**src/rtl/dmem_arbiter.sv**
```systemverilog
// Data-memory arbiter: shares the single-port dmem between the core and the debug/loader
// port, and zero-fills the whole memory after reset or when clr_start is raised.
//
//   state   | meaning
//   --------+-----------------------------------------------------------
//   S_CLEAR | writing 0 to word r_cnt, both grants held off
//   S_ARB   | normal operation, round-robin on contention
module dmem_arbiter #(
    parameter int DEPTH = 64,
    parameter int CW    = 6
) (
    input  logic        clk,
    input  logic        reset,
    input  logic        cpu_req,
    input  logic        cpu_we,
    input  logic [31:0] cpu_a,
    input  logic [31:0] cpu_wd,
    output logic [31:0] cpu_rd,
    output logic        cpu_stall,
    input  logic        dbg_req,
    input  logic        dbg_we,
    input  logic [31:0] dbg_a,
    input  logic [31:0] dbg_wd,
    output logic        dbg_gnt,
    output logic [31:0] dbg_rd,
    output logic        dbg_rvalid,
    input  logic        clr_start,
    output logic        clr_busy,
    output logic        clr_done,
    output logic        mem_we,
    output logic [31:0] mem_a,
    output logic [31:0] mem_wd,
    input  logic [31:0] mem_rd
);

    typedef enum logic {S_CLEAR, S_ARB} state_t;

    state_t        r_state;
    logic [CW-1:0] r_cnt;
    logic          r_ptr_dbg;
    logic          r_clr_done;
    logic          r_dbg_rvalid;
    logic [31:0]   r_dbg_rd;

    logic w_arb;
    logic w_both;
    logic w_cpu_gnt;
    logic w_dbg_gnt;

    // A clr_start seen in ARB suppresses both grants so the clear wins that cycle.
    assign w_arb     = (r_state == S_ARB) & ~clr_start;
    assign w_both    = cpu_req & dbg_req;
    assign w_cpu_gnt = w_arb & cpu_req & (~dbg_req | ~r_ptr_dbg);
    assign w_dbg_gnt = w_arb & dbg_req & (~cpu_req | r_ptr_dbg);

    always_comb begin
        mem_we = 1'b0;
        mem_a  = '0;
        mem_wd = '0;
        if (r_state == S_CLEAR) begin
            mem_we = 1'b1;
            mem_a  = {{(30-CW){1'b0}}, r_cnt, 2'b00};
        end else if (w_cpu_gnt) begin
            mem_we = cpu_we;
            mem_a  = cpu_a;
            mem_wd = cpu_wd;
        end else if (w_dbg_gnt) begin
            mem_we = dbg_we;
            mem_a  = dbg_a;
            mem_wd = dbg_wd;
        end
    end

    always_ff @(posedge clk or negedge reset) begin
        if (!reset) begin
            r_state      <= S_CLEAR;
            r_cnt        <= '0;
            r_ptr_dbg    <= 1'b0;
            r_clr_done   <= 1'b0;
            r_dbg_rvalid <= 1'b0;
            r_dbg_rd     <= '0;
        end else begin
            r_clr_done   <= 1'b0;
            r_dbg_rvalid <= w_dbg_gnt & ~dbg_we;
            if (w_dbg_gnt & ~dbg_we) begin
                r_dbg_rd <= mem_rd;
            end
            case (r_state)
                S_CLEAR: begin
                    if (r_cnt == CW'(DEPTH - 1)) begin
                        r_state    <= S_ARB;
                        r_cnt      <= '0;
                        r_clr_done <= 1'b1;
                    end else begin
                        r_cnt <= r_cnt + 1'b1;
                    end
                end
                S_ARB: begin
                    if (clr_start) begin
                        r_state <= S_CLEAR;
                    end else if (w_both) begin
                        r_ptr_dbg <= ~r_ptr_dbg;
                    end
                end
            endcase
        end
    end

    assign cpu_rd     = w_cpu_gnt ? mem_rd : '0;
    assign cpu_stall  = cpu_req & ~w_cpu_gnt;
    assign dbg_gnt    = w_dbg_gnt;
    assign dbg_rd     = r_dbg_rd;
    assign dbg_rvalid = r_dbg_rvalid;
    assign clr_busy   = (r_state == S_CLEAR);
    assign clr_done   = r_clr_done;

endmodule
```
**config.mk**
```make
export PLATFORM = sky130hd
export DESIGN_NAME = dmem_arbiter
export DESIGN_NICKNAME = d
export VERILOG_FILES = /design/src/rtl/dmem_arbiter.sv
export SDC_FILE = /design/constraint.sdc
export NUM_CORES = 1
export LEC_CHECK = 0
export CAP_MARGIN = 20
export CORE_AREA = 2 2 116 118
export CTS_BUF_LIST = sky130_fd_sc_hd__clkbuf_8 sky130_fd_sc_hd__clkbuf_16
export CTS_CLUSTER_DIAMETER = 150
export DETAILED_ROUTE_END_ITERATION = 12
export DIE_AREA = 0 0 118 120
export HOLD_SLACK_MARGIN = 0.03
export SLEW_MARGIN = 20
export SYNTH_ARGS = -nofsm -noshare
export SYNTH_HDL_FRONTEND = slang
export SYNTH_SLANG_ARGS = --single-unit
```
**constraint.sdc**
```tcl
create_clock -name clk -period 3.13 [get_ports clk]
set_input_delay 0.313 -clock clk [delete_from_list [all_inputs] [get_ports clk]]
set_output_delay 0.313 -clock clk [all_outputs]
set_load 0.02 [all_outputs]
```
==> results of run 1 <==
==> cells in the mapped netlist <==
library cell / number / area, µm²
inv_1: 2 / 7.510
and2_1: 32 / 200.2
nand3_1: 1 / 5.000
nor3_4: 1 / 16.27
buf_6: 3 / 33.78
and2b_1: 1 / 7.510
a21o_1: 2 / 15.01
nor2_1: 3 / 11.26
buf_4: 6 / 45.04
nand4b_1: 1 / 8.760
ha_1: 1 / 12.51
mux2_2: 32 / 360.4
a21oi_2: 1 / 8.760
a22o_1: 58 / 508.0
xnor2_1: 2 / 17.52
dfrtp_1: 42 / 1051
nor3_1: 1 / 5.000
mux2_1: 1 / 11.26
nand3b_1: 2 / 15.01
nor2b_1: 8 / 50.05
buf_2: 5 / 25.02
clkbuf_1: 7 / 26.28
nand4_1: 1 / 6.260
a31oi_1: 2 / 12.51
and3_1: 2 / 12.51
xor2_1: 2 / 17.52
a221o_1: 7 / 70.07
==> cell families after synthesis <==
family | synth area share [%]
buf+inv | 5.376
compound gates | 24.00
fa+ha+maj | 0.4887
simple gates | 13.20
flops | 41.06
xor+xnor | 1.369
mux | 14.52
==> area by class of cell <==
class                   instances  area, µm²  area share [%]
clock buffers                   6      138.9           2.322
flip-flops and latches         42       1051           17.57
multi-input cells             161       1386           23.18
inverters                       2      7.507          0.1255
well taps                     176      220.2           3.681
repair buffers                303       3118           52.12
clock inverters                 2      60.06           1.004
==> flip-flops by register name, indices dropped and copies added, names as in the netlist <==
register	flops
r_cnt	6
r_ptr_dbg	1
dbg_rd	32
dbg_rvalid	1
r_state	1
clr_done	1
==> worst max-delay path, cell delays in order (launching register included) <==
cell and delay (ns):
dfrtp_1 0.58, nand3b_1 0.28, nor2_4 0.24, buf_12 0.28
a22o_1 0.23, clkdlybuf4s50_1 0.66
==> per-layer routing <==
layer,global-route usage [%],routed length [µm],vias to the layer above
met5,0,0,-
met4,5.120,250,0
met3,8.650,1533,15
met2,31.72,6632,179
met1,21.14,5347,1446
li1,-,-,1431
==> final timing paths <==
check / to / cells after the start
worst min-delay path: dbg_rd[7]$_DFFE_PN0P_ / 1
min in group clk: dbg_rd[6]$_DFFE_PN0P_ / 1
worst min register to register: dbg_rd[6]$_DFFE_PN0P_ / 1
max in group asynchronous: dbg_rd[17]$_DFFE_PN0P_ / 1
worst max register to register: dbg_rd[3]$_DFFE_PN0P_ / 4
worst max-delay path: mem_a[12] / 5
==> metrics by stage <==
stage               setup WS, ns  instances  power (mW)
CTS                       0.2111        692       1.493
global route             0.07264        692       1.526
floorplan                  1.498        226      0.5578
global placement          0.3206        684      0.7959
detailed placement        0.2855        684      0.7938
finish                    0.2180        692       1.468
==> power breakdown <==
group	switching, mW	total [mW]	internal (mW)
combinational	0.0572	0.241	0.183
clock	0.206	0.685	0.479
sequential	0	0.543	0.543
total	0.263	1.47	1.21
==> flow_summary.ini, run 1 <==
[run_status]
outcome = completed

[power]
leakagePower_nw = 2.428
power.density_nw_per_um2 = 245.4
ir_drop_mv = 0.2741

[floorplan]
fp.coreArea_um2 = 12980
rows = 42
die_h_um = 120
dieArea_um2 = 14160
io_pins = 301
die_x_um = 118
initial_core_util_pct = 19.72

[final_layout]
final_cell_mix = clkdlybuf4s50_1, a22o_1, dfrtp_1, and2_1, mux2_2
area_growth_pct = 133.7
design_area_um2 = 5982
drive_above_1_share_pct = 10.27
n_antenna_cell = 0
n_fill_cell = 1263
final_common_cell = clkdlybuf4s50_1
post-route-util_pct = 46.09
final_nets = 683

[place]
dp_hpwl_um = 11020
port_buffers = 300
dpl_cell_area_um2 = 5783
place.gp.congestion = 0.9127

[sta]
setup_viol = 0
clock.fmax_ghz = 0.3434
rsz0062_at_grt = no
fin_skew_ns = 0.002756
worstMarginPinSlew_ns = 0.9393
post-route-min-period_ns = 2.912
slew_headroom_pct = 37.38
slew_viol_final = 0
finalHoldViolCount = 0
fin_tns_setup_ns = 0
period_share_pct = 93.04
hold_ws_ns = 0.1762

[routing]
drt-initial-drc-count = 133
firstDrtPassIters = 4
wl_per_cell_um = 19.89
final_antenna_net_count = 0
via_count = 3071
drc = 0
vias_per_cell = 4.438
wl_um = 13760

[worst_setup_path]
crit_path_end_kind = primary output
critical_path_arrival_ns = 2.60
crit_required_ns = 2.82
worst-path-max-fanout = 63
crit_start = r_state$_DFF_PN0_
r2r_slack_ns = 1.19
start_kind = flip-flop
r2r_start = r_state$_DFF_PN0_
timing_worst_setup_path_type = flip-flop to primary output

[flow_run]
drv_cap = 0

[clocking]
cts_setup_buffers = 0
clkSlewWorstSetupHoldPaths_ns = 0.06
cts_buffers = 5
cts_resized = 0
htreeDepth = 2
clock_latency_ns = 0.28
tritoncts = done
cts-root-buf = clkbuf_16
cts.sinks = 42
hold_buffers = 0
cts_buffer_depth = 2

[logic_synthesis]
synth_nets = 394
syn_inst = 226
synth_area_um2 = 2560
yosysWarnings = 0
syn_avg_cell_area_um2 = 11.33
synth-seq-cells = 42
seq_area_frac_synth_pct = 41.06
yosysUniqueCellTypes = 27

[global_route]
grt_pass1_wl_um = 19930
grt_use_total_pct = 18.69
grt_max_degree = 99
antenna_found_initial = 0
first_global_vias = 3122
overflow = 0

[hold_path]
hold_class = primary input to async pin
No activity file was read; power rests on OpenSTA's default activity.
==> inputs of run 2 (changes only) <==
--- a/config.mk
+++ b/config.mk
@@ -6,11 +6,12 @@
 export NUM_CORES = 1
 export LEC_CHECK = 0
 export CAP_MARGIN = 20
-export CORE_AREA = 2 2 116 118
+export CORE_AREA = 2 2 118 120
 export CTS_BUF_LIST = sky130_fd_sc_hd__clkbuf_8 sky130_fd_sc_hd__clkbuf_16
 export CTS_CLUSTER_DIAMETER = 150
 export DETAILED_ROUTE_END_ITERATION = 12
-export DIE_AREA = 0 0 118 120
+export DIE_AREA = 0 0 120 122
+export DONT_BUFFER_PORTS = 1
 export HOLD_SLACK_MARGIN = 0.03
 export SLEW_MARGIN = 20
 export SYNTH_ARGS = -nofsm -noshare
==> run 2 against run 1 <==
  * Sequential cell count is the same
  * Sequential power is essentially flat
  * Critical path depth shrank 1
  * Hold slack lost 0.011 ns
  * First-iteration DRC count grew 34%
==> flow_summary.ini, run 2 (synthesis results as in run 1) <==
[final_layout]
multi_input_area_um2 = 1386
final_cell_mix = a22o_1, dfrtp_1, and2_1, mux2_2, nor2b_1
largest_register_ffs = 32
final_nets = 387
seqCellArea_um2 = 1051
n_fill_cell = 1458
area_growth_pct = 13.39
drive_above_1_share_pct = 21.36
final_common_cell = a22o_1
post-route-util_pct = 21.50

[floorplan]
initial_core_util_pct = 18.96
io_pins = 301
die_x_um = 120
dieArea_um2 = 14640
die_h_um = 122
rows = 43
fp.coreArea_um2 = 13500

[place]
dp_hpwl_um = 8622
port_buffers = 0
pre_cts_ws_ns = 0.9960
place.gp.congestion = 0.8472

[worst_setup_path]
timing_worst_setup_path_type = flip-flop to primary output
critical_path_arrival_ns = 2.13
crit_required_ns = 2.82
crit_path_end_kind = primary output
worst-path-max-fanout = 60
start_kind = flip-flop

[sta]
setup_slack_ns = 0.6916
post-route-min-period_ns = 2.438
setup_viol = 0
period_share_pct = 77.90
hold_ws_ns = 0.1657
worstMarginPinSlew_ns = 0.5262
slew_viol_final = 0
clock.fmax_ghz = 0.4101
finalHoldViolCount = 0
rsz0062_at_grt = no
fin_skew_ns = 0.006503
fin_tns_setup_ns = 0
slew_headroom_pct = 64.92

[clocking]
cts-root-buf = clkbuf_16
cts_buffer_depth = 2
cts.sinks = 42
cts_buffers = 5
tritoncts = done
htreeDepth = 2
cts_resized = 0
clkSlewWorstSetupHoldPaths_ns = 0.06
clock_latency_ns = 0.28

[power]
ir_drop_mv = 0.1802
leakagePower_nw = 1.297
power.density_nw_per_um2 = 391.8

[flow_run]
drv_cap = 0

[routing]
final_antenna_net_count = 0
wl_um = 10570
via_count = 2013
firstDrtPassIters = 4
vias_per_cell = 5.020
drc = 0
wl_per_cell_um = 26.37
drt-initial-drc-count = 178

[global_route]
grt_use_total_pct = 12.97
grt_max_degree = 61
overflow = 0
grt_pass1_wl_um = 13330
antenna_found_initial = 1
first_global_vias = 1939

[hold_path]
hold_class = primary input to flip-flop

[run_status]
outcome = completed
## run 2: changes by cell type in the layout (fill, tap and decap cells not counted), moves of 2 or more
cell,delta
buf_12,-8
inv_1,+2
buf_4,+5
clkdlybuf4s50_1,-293
## run 2: worst paths after layout
path                            cells after the start                 start  slack (ns)                endpoint
worst min-delay path                                1             mem_rd[6]        0.17   dbg_rd[6]$_DFFE_PN0P_
worst max register to register                      4     r_state$_DFF_PN0_        1.13   dbg_rd[0]$_DFFE_PN0P_
worst min register to register                      1  r_cnt[4]$_DFFE_PN0N_        0.49    r_cnt[4]$_DFFE_PN0N_
min in group asynchronous                           2                 reset        0.49  dbg_rd[29]$_DFFE_PN0P_
worst max-delay path                                4     r_state$_DFF_PN0_        0.69               mem_a[19]
max in group asynchronous                           2                 reset        2.44  dbg_rd[10]$_DFFE_PN0P_
## run 2: routing by layer
layer / routed length, µm / global-route usage [%] / vias up
met5: 0 / 0 / -
met4: 95 / 3.529 / 0
met3: 1488 / 6.461 / 9
met2: 5102 / 21.34 / 176
met1: 3887 / 14.97 / 993
li1: - / - / 835
## run 2: stage by stage
stage	instances	power, mW	instance area [µm²]
3_5_place_dp	390	0.5587	2708
2_1_floorplan	226	0.5578	2560
4_1_cts	400	1.150	2900
6_report	401	1.137	2903
3_3_place_gp	390	0.5587	2708
5_1_grt	400	1.180	2900
## run 2: area by class of cell
class / count / area share (%)
Multi-Input combinational cell: 161 / 47.76
Sequential cell: 42 / 36.21
Tap cell: 180 / 7.759
Clock buffer: 5 / 4.310
Timing Repair Buffer: 7 / 2.328
Clock inverter: 3 / 1.293
Inverter: 2 / 0.2586
Antenna cell: 1 / 0.08621
## run 2: worst max-delay path, cell delays in order (launching register included)
cell      delay (ns)
dfrtp_1         0.60
nand3b_1        0.19
a21oi_4         0.15
buf_4           0.46
a22o_1          0.43
## run 2: report_power, final
group / switching [mW] / internal [mW]
Combinational: 0.0132 / 0.00635
Clock: 0.204 / 0.371
Sequential: 0 / 0.543
Total: 0.217 / 0.920
## run 2: what timing repair did
action	4_1_cts	5_1_grt
buffers inserted	0	0
hold buffers	2	0
hold endpoints to repair	42	0
setup endpoints to repair	0	0
==> inputs of run 3 (changes only) <==
==> constraint.sdc (replaced) <==
create_clock -name clk -period 2.54 [get_ports clk]
set_input_delay 0.254 -clock clk [delete_from_list [all_inputs] [get_ports clk]]
set_output_delay 0.254 -clock clk [all_outputs]
set_load 0.02 [all_outputs]
==> run 3 against run 2 <==
  * Clock power grew 1%
  * Sequential cell count is the same
  * Combinational power grew 33%
  * Cell area grew 1.1%
  * Power grew 12%
  * Non-clock buffer count grew 1
  * Cell count grew 1.0%
  * Critical path depth is the same
  * Routed wire length grew 7.2%
==> flow_summary.ini, run 3 (synthesis results as in run 1) <==
[worst_setup_path]
critPathBufInv = 1
worstReg2RegEnd = dbg_rd[15]$_DFFE_PN0P_
crit_path_end_kind = primary output
critPathTopFamily = compound AO/OA/AOI/OAI gates
r2r_start = r_state$_DFF_PN0_
slowest_delay_ns = 0.57
cp_num_cells = 4
worstPathCellList = nand3b_1, a21oi_4, buf_12, a22o_1
timing_worst_setup_path_type = flip-flop to primary output
critical_path_arrival_ns = 2.03
worst-path-max-fanout = 38
critPathSlowestCell = dfrtp_1
crit_start = r_state$_DFF_PN0_
crit_required_ns = 2.29
start_kind = flip-flop
r2r_slack_ns = 0.56
setup.worst_path.end = mem_wd[3]
ff2ff_path_depth = 4

[final_layout]
final_common_cell = a22o_1
drive_above_1_share_pct = 21.36
final_nets = 388
largest_register_ffs = 32
area_growth_pct = 14.66
post-route-util_pct = 21.74
final_cell_mix = a22o_1, dfrtp_1, and2_1, mux2_2, nor2b_1

[clocking]
cts.sinks = 42
clock_latency_ns = 0.28
cts_resized = 0
cts_buffer_depth = 2
cts-root-buf = clkbuf_16
cts_setup_buffers = 0
tritoncts = done
clkSlewWorstSetupHoldPaths_ns = 0.06
hold_buffers = 2
htreeDepth = 2
cts_buffers = 5

[place]
pre_cts_ws_ns = 0.5370
place.gp.congestion = 0.8216
dp_hpwl_um = 9444
port_buffers = 0

[sta]
fin_tns_setup_ns = 0
finalHoldViolCount = 0
rsz0062_at_grt = no
fin_skew_ns = 0.003731
setup_viol = 0
worstMarginPinSlew_ns = 0.4584
clock.fmax_ghz = 0.4377
post-route-min-period_ns = 2.285
slew_headroom_pct = 69.37
period_share_pct = 89.95
slew_viol_final = 0
setup_slack_ns = 0.2552

[floorplan]
dieArea_um2 = 14640
io_pins = 301
die_x_um = 120
fp.coreArea_um2 = 13500
die_h_um = 122
rows = 43
initial_core_util_pct = 18.96

[routing]
firstDrtPassIters = 4
final_antenna_net_count = 0
vias_per_cell = 4.943
drt-initial-drc-count = 174
wl_per_cell_um = 27.98
drc = 0
via_count = 2002
wl_um = 11330

[global_route]
grt_max_degree = 55
grt_pass1_wl_um = 14330
first_global_vias = 1897
antenna_found_initial = 5
overflow = 0
grt_use_total_pct = 13.95

[power]
p_total_mw = 1.277
leakagePower_nw = 1.299
ir_drop_mv = 0.2308
power.density_nw_per_um2 = 435.2

[hold_path]
hold_class = primary input to flip-flop

[flow_run]
drv_cap = 0

[run_status]
outcome = completed
==> run 3: cell type report <==
| class | count | area (µm²) |
|---|---|---|
| well taps | 180 | 225.2 |
| fillers | 1449 | 10570 |
| flip-flops and latches | 42 | 1051 |
| diodes | 5 | 12.51 |
| repair buffers | 8 | 120.1 |
| multi-input cells | 161 | 1386 |
| inverters | 2 | 7.507 |
| clock inverters | 2 | 7.507 |
| clock buffers | 5 | 125.1 |
==> run 3: routing by layer <==
layer	vias up	track usage, %	wire length, µm
met4	0	7.206	237
met5	-	0	0
li1	841	-	-
met3	12	8.895	1847
met2	178	23.19	5660
met1	971	13.37	3588
==> run 3: worst register-to-register path, cell delays in order, from the launching register on <==
cell and delay [ns]:
dfrtp_1 0.57, nand3b_1 0.26, nor3_4 0.20, buf_4 0.39, mux2_2 0.43
==> run 3: worst min path at each step <==
stage          cells past startpoint  slack (ns)       from                     end
2_1_floorplan                      0       -0.04      reset      clr_done$_DFF_PN0_
3_3_place_gp                       0       -0.04      reset  dbg_rd[26]$_DFFE_PN0P_
3_5_place_dp                       0       -0.04      reset  dbg_rd[24]$_DFFE_PN0P_
4_1_cts                            1         0.1  mem_rd[6]   dbg_rd[6]$_DFFE_PN0P_
5_1_grt                            1         0.1  mem_rd[6]   dbg_rd[6]$_DFFE_PN0P_
6_report                           1        0.11  mem_rd[6]   dbg_rd[6]$_DFFE_PN0P_
==> run 3: power breakdown <==
| group | internal, mW | switching [mW] |
|---|---|---|
| Clock | 0.351 | 0.231 |
| Combinational | 0.00903 | 0.0170 |
| Sequential | 0.669 | 0 |
==> run 3: metrics by stage <==
stage | instance area, µm² | hold slack, ns | cells
floorplan | 2560 | -0.04159 | 226
global placement | 2753 | -0.04039 | 391
detailed placement | 2753 | -0.04062 | 391
CTS | 2923 | 0.09894 | 400
global route | 2933 | 0.09662 | 404
finish | 2935 | 0.1076 | 405
